$ cat config.mk
export PLATFORM = sky130hd
export DESIGN_NAME = hazard_ctrl
export DESIGN_NICKNAME = d
export VERILOG_FILES = /design/src/rtl/haz_pkg.sv /design/src/rtl/md_seq.sv /design/src/rtl/hazard_ctrl.sv
export SDC_FILE = /design/constraint.sdc
export NUM_CORES = 1
export LEC_CHECK = 0
export CORE_ASPECT_RATIO = 0.75
export CORE_MARGIN = 2
export CORE_UTILIZATION = 30
export CTS_CLUSTER_SIZE = 10
export DETAILED_ROUTE_END_ITERATION = 12
export PLACE_DENSITY = 0.75
export SLEW_MARGIN = 20
export SYNTH_ARGS = -nofsm -noshare
export SYNTH_HDL_FRONTEND = slang
export SYNTH_SLANG_ARGS = --single-unit
export TNS_END_PERCENT = 5
$ cat constraint.sdc
create_clock -name clk -period 2.65 [get_ports clk]
set_clock_uncertainty 0.2 [all_clocks]
set_input_delay 0.795 -clock clk [delete_from_list [all_inputs] [get_ports clk]]
set_output_delay 0.795 -clock clk [all_outputs]
set_load 0.05 [all_outputs]
$ cat src/rtl/haz_pkg.sv
// Shared constants for the pipeline hazard controller: stage bit indices,
// multi-cycle sequencer state encoding and per-hazard stall patterns.
package haz_pkg;

  localparam int STG_IFU = 0;
  localparam int STG_IDU = 1;
  localparam int STG_EXU = 2;
  localparam int STG_MEM = 3;
  localparam int STG_WB  = 4;
  localparam int NUM_STG = 5;

  localparam logic [1:0] MD_IDLE = 2'd0;
  localparam logic [1:0] MD_BUSY = 2'd1;
  localparam logic [1:0] MD_DONE = 2'd2;

  localparam logic [NUM_STG-1:0] STALL_NONE    = 5'b00000;
  localparam logic [NUM_STG-1:0] STALL_LOADUSE = 5'b00011;
  localparam logic [NUM_STG-1:0] STALL_MD      = 5'b00111;

  // One IDU source operand: read enable plus register number.
  typedef struct packed {
    logic       rd;
    logic [4:0] addr;
  } src_t;

  function automatic logic src_hit(input src_t src, input logic [4:0] dst);
    return src.rd && (src.addr == dst);
  endfunction

endpackage

$ cat src/rtl/md_seq.sv
// MULT/DIV sequencer: busy is combinational in the start cycle and stays high for N cycles,
// done pulses for exactly one cycle afterwards; start is ignored outside IDLE.
module md_seq
  import haz_pkg::*;
#(
  parameter int MULT_CYCLES = 4,
  parameter int DIV_CYCLES  = 32,
  parameter int CNT_W       = 6
) (
  input  logic clk,
  input  logic resetn,
  input  logic start,
  input  logic is_div,
  output logic busy,
  output logic done
);

  localparam logic [CNT_W-1:0] MULT_LOAD = CNT_W'(MULT_CYCLES - 1);
  localparam logic [CNT_W-1:0] DIV_LOAD  = CNT_W'(DIV_CYCLES - 1);
  localparam logic [CNT_W-1:0] CNT_ONE   = CNT_W'(1);

  logic [1:0]       state;
  logic [1:0]       state_nxt;
  logic [CNT_W-1:0] cnt;
  logic [CNT_W-1:0] cnt_nxt;

  always_comb begin
    state_nxt = state;
    cnt_nxt   = cnt;
    case (state)
      MD_IDLE: begin
        if (start) begin
          state_nxt = MD_BUSY;
          cnt_nxt   = is_div ? DIV_LOAD : MULT_LOAD;
        end
      end
      MD_BUSY: begin
        cnt_nxt = cnt - CNT_ONE;
        if (cnt == CNT_ONE) begin
          state_nxt = MD_DONE;
        end
      end
      // The op that just finished still sits in EXU, so a held start must not re-arm here.
      MD_DONE: begin
        state_nxt = MD_IDLE;
        cnt_nxt   = '0;
      end
      default: begin
        state_nxt = MD_IDLE;
        cnt_nxt   = '0;
      end
    endcase
  end

  always_ff @(posedge clk or negedge resetn) begin
    if (!resetn) begin
      state <= MD_IDLE;
      cnt   <= '0;
    end else begin
      state <= state_nxt;
      cnt   <= cnt_nxt;
    end
  end

  assign busy = ((state == MD_IDLE) && start) || (state == MD_BUSY);
  assign done = (state == MD_DONE);

endmodule

$ cat src/rtl/hazard_ctrl.sv
// Pipeline stall/bubble controller: load-use and MULT/DIV holds, combinational outputs, MEM/WB never held.
// Optional stall-cycle performance counter enabled by HAZ_PERF_CNT_EN.
module hazard_ctrl
  import haz_pkg::*;
#(
  parameter int MULT_CYCLES = 4,
  parameter int DIV_CYCLES  = 32,
  parameter int CNT_W       = 6
) (
  input  logic         clk,
  input  logic         resetn,
  input  logic         id_regaRd,
  input  logic [4:0]   id_regaAddr,
  input  logic         id_regbRd,
  input  logic [4:0]   id_regbAddr,
  input  logic         ex_memRr,
  input  logic         ex_regcWr,
  input  logic [4:0]   ex_regcAddr,
  input  logic         ex_md_start,
  input  logic         ex_md_is_div,
  output logic [4:0]   stall,
  output logic         ex_bubble,
  output logic         mem_bubble,
  output logic         md_busy,
  output logic         hilo_we_en,
  output logic [31:0]  perf_stall_cnt
);

  src_t src_a;
  src_t src_b;
  logic lu_hit;
  logic md_busy_raw;
  logic md_done_raw;

  assign src_a = '{rd: id_regaRd, addr: id_regaAddr};
  assign src_b = '{rd: id_regbRd, addr: id_regbAddr};

  // $0 is hardwired to zero, so a load "to" it never creates a dependency.
  assign lu_hit = ex_memRr && ex_regcWr && (ex_regcAddr != 5'd0) &&
                  (src_hit(src_a, ex_regcAddr) || src_hit(src_b, ex_regcAddr));

  md_seq #(
    .MULT_CYCLES (MULT_CYCLES),
    .DIV_CYCLES  (DIV_CYCLES),
    .CNT_W       (CNT_W)
  ) u_md_seq (
    .clk    (clk),
    .resetn (resetn),
    .start  (ex_md_start),
    .is_div (ex_md_is_div),
    .busy   (md_busy_raw),
    .done   (md_done_raw)
  );

  // Outputs are forced low while reset is held so the stage registers see a quiet pipeline.
  always_comb begin
    stall      = STALL_NONE;
    ex_bubble  = 1'b0;
    mem_bubble = 1'b0;
    if (resetn) begin
      if (md_busy_raw) begin
        stall      = STALL_MD;
        mem_bubble = 1'b1;
      end else if (lu_hit) begin
        stall      = STALL_LOADUSE;
        ex_bubble  = 1'b1;
      end
    end
  end

  assign md_busy    = resetn && md_busy_raw;
  assign hilo_we_en = resetn && md_done_raw;

`ifdef HAZ_PERF_CNT_EN
  logic [31:0] perf_q;

  always_ff @(posedge clk or negedge resetn) begin
    if (!resetn) begin
      perf_q <= '0;
    end else if (stall[STG_IFU] && (perf_q != 32'hFFFF_FFFF)) begin
      perf_q <= perf_q + 32'd1;
    end
  end

  assign perf_stall_cnt = perf_q;
`else
  assign perf_stall_cnt = 32'd0;
`endif

endmodule

==> results.json, run 1 <==
{
  "synth-async-reset-ratio_pct": 100.0,
  "grt_pass1_wl_um": 3049,
  "core_area_mm2": 0.002663,
  "comb_power_share_pct": 61.7,
  "power_frac_seq_pct": 23.8,
  "dp.cells": 168,
  "dr.pass1.iters": 4,
  "synth_seq_cells": 8,
  "ys_types": 30,
  "final_util_pct": 49.39,
  "finalHoldViolCount": 0,
  "remaining_drc_errors": 0,
  "holdPathEnd": "u_md_seq.state[1]",
  "holdPathStages": 1,
  "worst_slack_ns": -0.3347,
  "setup_violations": 3,
  "yosys.area.top_type": "buf_4",
  "cts_tree": "done",
  "synth.top_cells.by_count": "buf_4, dfrtp_1, xor2_1",
  "fin_nets": 164,
  "slew_viol_final": 0,
  "yosysWarnings": 0,
  "drt_iter0_markers": 2,
  "grt_util_all_layers_pct": 12.64,
  "netSwitchingFraction_pct": 47.45,
  "p_sw_uw": 482.9,
  "r2r-start": "u_md_seq.cnt[0]",
  "power-per-cell-area_mw_per_mm2": 774.0,
  "grt_max_degree": 10,
  "initial_utilization_pct": 32.00,
  "placementRows": 16,
  "die_width_um": 65.54,
  "synth-main-ff-cell": "dfrtp_1",
  "status": "complete, but fails checks",
  "dieArea_mm2": 0.003287,
  "intPower_uw": 534.9,
  "vias_per_cell": 4.283,
  "rr_worst_depth": 4,
  "cp_slowest_stage_delay_ns": 0.54,
  "portBuffers": 29,
  "htreeDepth": 1,
  "dpl.hpwl_um": 1549,
  "ir_drop_mv": 0.2754,
  "io_pins": 64,
  "drive_gt1_share_pct": 32.12,
  "synth_area_um2": 852.1,
  "top_layer": "met4",
  "maxCapViolations": 0,
  "routed_wirelength_um": 2079,
  "synth_top_area_share_pct": 32.60,
  "yosysSeqAreaShare_pct": 23.49,
  "violations": "negative setup slack",
  "dr_wl_met2_um": 1063,
  "ant_nets": 0,
  "regToRegSetupSlack_ns": 0.92,
  "arrival_ns": 1.99,
  "place_area_mm2": 0.001185,
  "fin_cells": 173,
  "min-delay-path-class": "register to register",
  "gp_congestion": 0.8122,
  "r2r_end": "u_md_seq.cnt[3]",
  "clkPwrFrac_pct": 14.5,
  "final.setup.tns_ns": -0.9937,
  "clkTransAtPathRegs_ns": 0.04,
  "fmax_mhz": 335.0,
  "path_class": "input pin to output port",
  "cts_buffers": 3,
  "clk_latency_ns": 0.23,
  "area_growth_pct": 54.33,
  "clockBufferDepth": 2,
  "period_minus_slack_ns": 2.985,
  "hold_ws_ns": 0.2769,
  "p_leak_uw": 0.0006047,
  "grt_pass1_vias": 668,
  "met3WireLength_um": 252,
  "ys_top_cells_by_area": "buf_4, dfrtp_1, xor2_1",
  "die_y_um": 50.16,
  "crit_required_ns": 1.66,
  "antenna_found_initial": 0,
  "critPathLaunchType": "input pin",
  "cp-end-kind": "output port",
  "slowest_stage": "or4_4",
  "wl_per_cell_um": 12.02,
  "cp_cell_sequence": "buf_8 -> or4_4 -> o2111ai_4 -> o21bai_4 -> buf_12",
  "wl_met1_um": 708,
  "hold_start": "u_md_seq.cnt[5]",
  "cts_sinks": 8,
  "n_antenna_cell": 0,
  "rsz0062_at_grt": "true",
  "synthCells": 103,
  "finalCritPeriodShare_pct": 112.6,
  "cts_root_buf": "clkbuf_8",
  "vias": 741,
  "syn-mean-instance-area_um2": 8.272,
  "yosysMostFrequentCell": "buf_4",
  "grt.overflow.total": 0,
  "synth-edff-count": 0,
  "cp_max_fo": 3,
  "final_area_mm2": 0.001315
}
[how the worst max path moves through the flow]
stage          cells after the start      startpoint  slack (ns)   endpoint
2_1_floorplan                      5  ex_regcAddr[3]       -0.34   stall[1]
3_3_place_gp                       5  ex_regcAddr[1]       -0.76   stall[0]
3_5_place_dp                       6  ex_regcAddr[2]       -0.81  ex_bubble
4_1_cts                            6  id_regaAddr[1]       -0.34  ex_bubble
5_1_grt                            6  ex_regcAddr[3]       -0.39  ex_bubble
6_report                           5  ex_regcAddr[1]       -0.33   stall[0]
[cells by family after synthesis]
group / Yosys count / share of synthesized area (%)
and+or+nand+nor: 24 / 15.13
AOI/OAI and AO/OA: 15 / 12.34
buffers and inverters: 43 / 35.39
xor gates and xnor gates: 10 / 10.28
DFF: 8 / 23.49
other: 1 / 0.4401
adders and majority gates: 2 / 2.936
[layer usage]
metal | global-route usage, % | up-vias
met1 | 12.38 | 343
met2 | 22.79 | 46
met4 | 9.375 | 0
li1 | - | 347
met3 | 3.363 | 5
met5 | 0 | -
[worst max-delay path, delay by kind of cell]
family                 cells  cell delay (ns)
AND/OR/NAND/NOR            1             0.54
AO/OA/AOI/OAI              2             0.39
buffers and inverters      2             0.26
[sequential cells by signal, summed over array words and instances, names as in the netlist]
signal / flops
u_md_seq.state: 2
u_md_seq.cnt: 6
[power groups by stage]
stage | sequential, uW | combinational, uW | clock, uW
final | 242 | 628 | 147
after global routing | 250 | 679 | 158
after CTS | 239 | 623 | 151
after detailed placement | 236 | 598 | 0
after global placement | 232 | 586 | 0
after floorplan | 215 | 466 | 0
[cell usage in the layout (no fill, tap or decap), drive strengths merged, types with 3 or more instances in the layout]
master,Yosys,routed
nor3,4,4
inv,4,4
conb,1,34
nor2,5,5
clkdlybuf4s50,0,5
clkbuf,1,5
dlygate4sd2,0,3
xor2,8,8
a31oi,3,3
buf,38,25
nor4,4,4
dfrtp,8,8
[repair_timing]
action / 4_1_cts / 5_1_grt
setup endpoints to repair: 7 / 4
gates resized for setup: 69 / 10
hold endpoints to repair: 0 / 0
pin swaps: 15 / 5
setup buffers: 1 / 1
hold buffers: 0 / 0
[stage by stage]
stage	power, uW	setup slack, ns
2_1_floorplan	681.7	-0.3437
3_3_place_gp	817.8	-0.7647
3_5_place_dp	834.5	-0.8060
4_1_cts	1012	-0.3391
5_1_grt	1087	-0.3879
6_report	1018	-0.3347
[final cells by class]
type | count | area, um2
inverter | 4 | 15.01
multi-input combinational | 85 | 604.3
clock buffer | 3 | 41.29
sequential | 8 | 200.2
fill | 244 | 1348
timing repair buffer | 37 | 409.1
tap | 36 | 45.04
Power figures use the tool's default switching activity.
==> run 2, diff against run 1 <==
--- a/config.mk
+++ b/config.mk
@@ -11,6 +11,7 @@
 export CTS_CLUSTER_SIZE = 10
 export DETAILED_ROUTE_END_ITERATION = 12
 export PLACE_DENSITY = 0.75
+export RECOVER_POWER = 100
 export SLEW_MARGIN = 20
 export SYNTH_ARGS = -nofsm -noshare
 export SYNTH_HDL_FRONTEND = slang
==> run 2 against run 1 <==
- largest cell class unchanged
- worst setup slack worse by 0.00086 ns
- combinational power decreased by 2%
- critical path type unchanged
- first-iteration DRC count rose to 8.5 times the previous value
- the run still ends with negative setup slack left
- hold slack better by 0.00067 ns
==> results.json, run 2 (synthesis gave the netlist of run 1 again) <==
{
  "io_pins": 64,
  "final.setup.tns_ns": -1.402,
  "cp_slowest_stage_delay_ns": 0.54,
  "clk_latency_ns": 0.23,
  "antenna_found_initial": 0,
  "cts_buffers": 3,
  "finalHoldViolCount": 0,
  "clockBufferDepth": 2,
  "n_fill_cell": 249,
  "grt.overflow.total": 0,
  "slew_viol_final": 0,
  "worst_slack_ns": -0.3355,
  "layout_commonest_cell": "conb_1",
  "fmax_mhz": 334.9,
  "fin_nets": 164,
  "grt_max_degree": 10,
  "grt_util_all_layers_pct": 12.64,
  "grt_pass1_wl_um": 3049,
  "ant_nets": 0,
  "largest_register": "u_md_seq.cnt",
  "cts_root_buf": "clkbuf_8",
  "rsz0062_at_grt": "true",
  "seq_area_um2": 200.2,
  "place_area_mm2": 0.001185,
  "finalCritPeriodShare_pct": 112.7,
  "ir_drop_mv": 0.2727,
  "cp_cell_sequence": "buf_8 -> or4_4 -> o2111ai_4 -> o21bai_4 -> buf_12",
  "routed_wirelength_um": 2073,
  "path_buf_inv": 2,
  "portBuffers": 29,
  "p_leak_uw": 0.0005891,
  "setup_violations": 7,
  "min-delay-path-class": "register to register",
  "drt_iter0_markers": 17,
  "maxCapViolations": 0,
  "remaining_drc_errors": 0,
  "arrival_ns": 1.99,
  "power-per-cell-area_mw_per_mm2": 775.1,
  "largest_reg_flops": 6,
  "slowest_stage": "or4_4",
  "wl_per_cell_um": 11.98,
  "path_class": "input pin to output port",
  "period_minus_slack_ns": 2.986,
  "vias": 742,
  "htreeDepth": 1,
  "clkTransAtPathRegs_ns": 0.04,
  "grt_pass1_vias": 668,
  "cp-end-kind": "output port",
  "crit_required_ns": 1.66,
  "initial_utilization_pct": 32.00,
  "hold_ws_ns": 0.2776,
  "dieArea_mm2": 0.003287,
  "place_ws_ns": -0.8060,
  "die_width_um": 65.54,
  "final_area_mm2": 0.001296,
  "final_cell_mix": "conb_1, buf_12, dfrtp_1",
  "cp_top_family": "simple AND/OR/NAND/NOR gates",
  "dpl.hpwl_um": 1549,
  "die_y_um": 50.16,
  "multiInputGateArea_um2": 603.1,
  "n_antenna_cell": 0,
  "vias_per_cell": 4.289,
  "dr.pass1.iters": 4,
  "drive_gt1_share_pct": 28.47,
  "top_regs": "u_md_seq.cnt (6), u_md_seq.state (2)",
  "core_area_mm2": 0.002663,
  "cp_max_fo": 3,
  "final_util_pct": 48.68,
  "area_growth_pct": 52.13,
  "status": "complete, but fails checks",
  "placementRows": 16,
  "critPathLaunchType": "input pin",
  "gp_congestion": 0.8122,
  "cts_sinks": 8,
  "cts_tree": "done",
  "violations": "negative setup slack"
}
## run 2: cell types whose count changed in the layout (fill, tap and decap cells not counted)
| cell | before | now |
|---|---|---|
| a2111oi_1 | 1 | 0 |
| clkbuf_1 | 0 | 4 |
| buf_4 | 6 | 4 |
| buf_6 | 5 | 4 |
| clkdlybuf4s15_2 | 1 | 0 |
| a2111oi_0 | 0 | 1 |
| clkdlybuf4s25_1 | 0 | 1 |
| clkbuf_2 | 2 | 1 |
## run 2: per-stage QoR
| step | std cells | power (uW) |
|---|---|---|
| after CTS | 172 | 1012 |
| after global placement | 168 | 817.8 |
| after floorplan | 136 | 681.7 |
| after global routing | 173 | 1074 |
| final | 173 | 1005 |
| after detailed placement | 168 | 834.5 |
## run 2: worst paths after layout
path	startpoint	endpoint	slack, ns	cells past startpoint
max	ex_regcAddr[1]	stall[0]	-0.34	5
min	u_md_seq.cnt[5]	u_md_seq.state[1]	0.28	1
max reg2reg	u_md_seq.cnt[0]	u_md_seq.cnt[3]	0.89	4
min reg2reg	u_md_seq.cnt[5]	u_md_seq.state[1]	0.28	1
max in group asynchronous	resetn	u_md_seq.cnt[4]	1.39	2
min in group asynchronous	resetn	u_md_seq.state[0]	0.54	2
## run 2: area by class of cell
cell class              instances  share of cell area (%)
clock buffers                   3                   3.185
inverters                       4                   1.158
multi-input cells              85                   46.53
flip-flops and latches          8                   15.44
well taps                      36                   3.475
repair buffers                 37                   30.21
## run 2: repair_timing
| action | CTS | global route |
|---|---|---|
| pin swaps | 15 | 5 |
| hold buffers | 0 | 0 |
| resized for setup | 69 | 10 |
| setup buffers | 1 | 1 |
| endpoints found under the setup margin | 7 | 4 |
## run 2: power by group
part | switching, uW | internal, uW | total (uW) | leakage (uW)
Combinational | 369 | 247 | 616 | 0.000472
Sequential | 62.1 | 179 | 241 | 0.0000956
Clock | 48.8 | 98.5 | 147 | 0.0000216
Total | 480 | 524 | 1000 | 0.000589
## run 2: layer usage
metal  share of wire (%)  up-vias  track usage (%)
met5                   0        -                0
met4                 2.7        0            9.375
met3                  13        5            3.363
met2                  51       49            22.79
met1                  33      341            12.38
li1                    -      347                -
==> run 3, diff against run 2 <==
==> constraint.sdc (replaced) <==
create_clock -name clk -period 2.61 [get_ports clk]
set_clock_uncertainty 0.2 [all_clocks]
set_input_delay 0.783 -clock clk [delete_from_list [all_inputs] [get_ports clk]]
set_output_delay 0.783 -clock clk [all_outputs]
set_load 0.05 [all_outputs]
==> run 3 against run 2 <==
- the flow still finishes with violations (negative setup slack)
- via count increased by 1.3%
- non-clock buffer count is the same
- worst setup slack worse by 0.016 ns
- combinational power up 3%
==> results.json, run 3 (synthesis gave the netlist of run 1 again) <==
{
  "status": "complete, but fails checks",
  "violations": "negative setup slack",
  "cts_root_buf": "clkbuf_8",
  "crit_required_ns": 1.63,
  "dp.cells": 168,
  "clockBufferDepth": 2,
  "vias": 752,
  "grt_pass1_wl_um": 3049,
  "portBuffers": 29,
  "finalCritPeriodShare_pct": 113.5,
  "cp_slowest_stage_delay_ns": 0.54,
  "initial_utilization_pct": 32.00,
  "grt_util_all_layers_pct": 12.64,
  "hold_start": "u_md_seq.cnt[5]",
  "area_growth_pct": 52.86,
  "clk_latency_ns": 0.23,
  "drive_gt1_share_pct": 29.93,
  "r2r-start": "u_md_seq.cnt[0]",
  "cp-end-kind": "output port",
  "final_cell_mix": "conb_1, buf_12, dfrtp_1",
  "path_class": "input pin to output port",
  "wl_per_cell_um": 11.98,
  "gp_congestion": 0.8125,
  "critPathLaunchType": "input pin",
  "fin_nets": 164,
  "holdPathStages": 1,
  "period_minus_slack_ns": 2.962,
  "setup_violations": 7,
  "clkTransAtPathRegs_ns": 0.04,
  "worst_slack_ns": -0.3517,
  "grt.overflow.total": 0,
  "cts_buffers": 3,
  "ir_drop_mv": 0.2788,
  "regToRegSetupSlack_ns": 0.86,
  "arrival_ns": 1.98,
  "drt_iter0_markers": 18,
  "ctsHoldBuffers": 0,
  "placementRows": 16,
  "antenna_found_initial": 0,
  "cp_cell_sequence": "buf_8 -> or4_4 -> o2111ai_4 -> o21bai_4 -> buf_12",
  "n_fill_cell": 246,
  "fmax_mhz": 337.6,
  "hold_ws_ns": 0.2777,
  "die_y_um": 50.16,
  "core_area_mm2": 0.002663,
  "slew_viol_final": 0,
  "maxCapViolations": 0,
  "min-delay-path-class": "register to register",
  "slowest_stage": "or4_4",
  "grt_max_degree": 10,
  "finalHoldViolCount": 0,
  "cp_max_fo": 3,
  "io_pins": 64,
  "r2r_end": "u_md_seq.cnt[3]",
  "dpl.hpwl_um": 1549,
  "rsz0062_at_grt": "true",
  "cts_sinks": 8,
  "holdPathEnd": "u_md_seq.state[1]",
  "dieArea_mm2": 0.003287,
  "grt_pass1_vias": 668,
  "cts_tree": "done",
  "power-per-cell-area_mw_per_mm2": 789.4,
  "n_antenna_cell": 0,
  "largest_register": "u_md_seq.cnt",
  "routed_wirelength_um": 2073,
  "dr.pass1.iters": 6,
  "remaining_drc_errors": 0,
  "die_width_um": 65.54,
  "htreeDepth": 1,
  "fin_cells": 173,
  "ant_nets": 0,
  "vias_per_cell": 4.347,
  "largest_reg_flops": 6,
  "p_leak_uw": 0.0005925,
  "layout_commonest_cell": "conb_1",
  "rr_worst_depth": 4,
  "top_regs": "u_md_seq.cnt (6), u_md_seq.state (2)"
}
run 3: changes by cell type in the layout (fill, tap and decap cells not counted), sizes merged:
cell and delta:
buf +1, clkbuf -1
run 3: metal layers:
metal / wire length, um / part of all wire, % / track usage (%)
met5: 0 / 0 / 0
met4: 55 / 2.7 / 9.375
met3: 261 / 13 / 3.363
met2: 1051 / 51 / 22.79
met1: 704 / 34 / 12.38
run 3: layout make-up:
| class | instances | area (um2) | share of cell area, % |
|---|---|---|---|
| Timing Repair Buffer | 37 | 395.4 | 30.36 |
| Clock buffer | 3 | 41.29 | 3.170 |
| Tap cell | 36 | 45.04 | 3.458 |
| Inverter | 4 | 15.01 | 1.153 |
| Sequential cell | 8 | 200.2 | 15.37 |
| Multi-Input combinational cell | 85 | 605.6 | 46.49 |
run 3: where the power goes:
group          internal (uW)  total (uW)  leakage [uW]  switching [uW]
clock network            100         149     0.0000216            49.4
logic                    258         634      0.000475             376
registers                182         245     0.0000956            63.0
total                    540        1030      0.000592             488
run 3: timing repair:
item,CTS,global route
pin swaps,15,6
gates resized for setup,69,11
buffers inserted,1,1
endpoints found under the hold margin,0,0
endpoints found under the setup margin,7,7
run 3: worst max-delay path by stage:
| stage | from | to | slack, ns | cells after the start |
|---|---|---|---|---|
| 6_report | ex_regcAddr[1] | stall[0] | -0.35 | 5 |
| 5_1_grt | ex_regcAddr[3] | ex_bubble | -0.40 | 6 |
| 4_1_cts | id_regaAddr[1] | ex_bubble | -0.36 | 6 |
| 3_5_place_dp | ex_regcAddr[2] | ex_bubble | -0.82 | 6 |
| 3_3_place_gp | ex_regcAddr[1] | stall[0] | -0.78 | 5 |
| 2_1_floorplan | ex_regcAddr[3] | stall[1] | -0.36 | 5 |
run 3: per-stage QoR:
stage                     TNS, ns  cell area, um2  power (uW)  util, %  worst slack [ns]
final                      -1.421            1303        1028    48.92           -0.3517
after floorplan           -0.8708            1025       692.2        -           -0.3597
after global placement     -3.890            1185       830.3    44.50           -0.7807
after detailed placement   -4.096            1185       847.3    44.50           -0.8220
after global routing       -1.798            1303        1099    48.92           -0.4039
after CTS                  -1.126            1279        1028    48.03           -0.3551
run 3: worst max-delay path, delay by kind of cell:
family,cells,cell delay [ns]
buffers and inverters,2,0.26
AO/OA/AOI/OAI,2,0.39
AND/OR/NAND/NOR,1,0.54
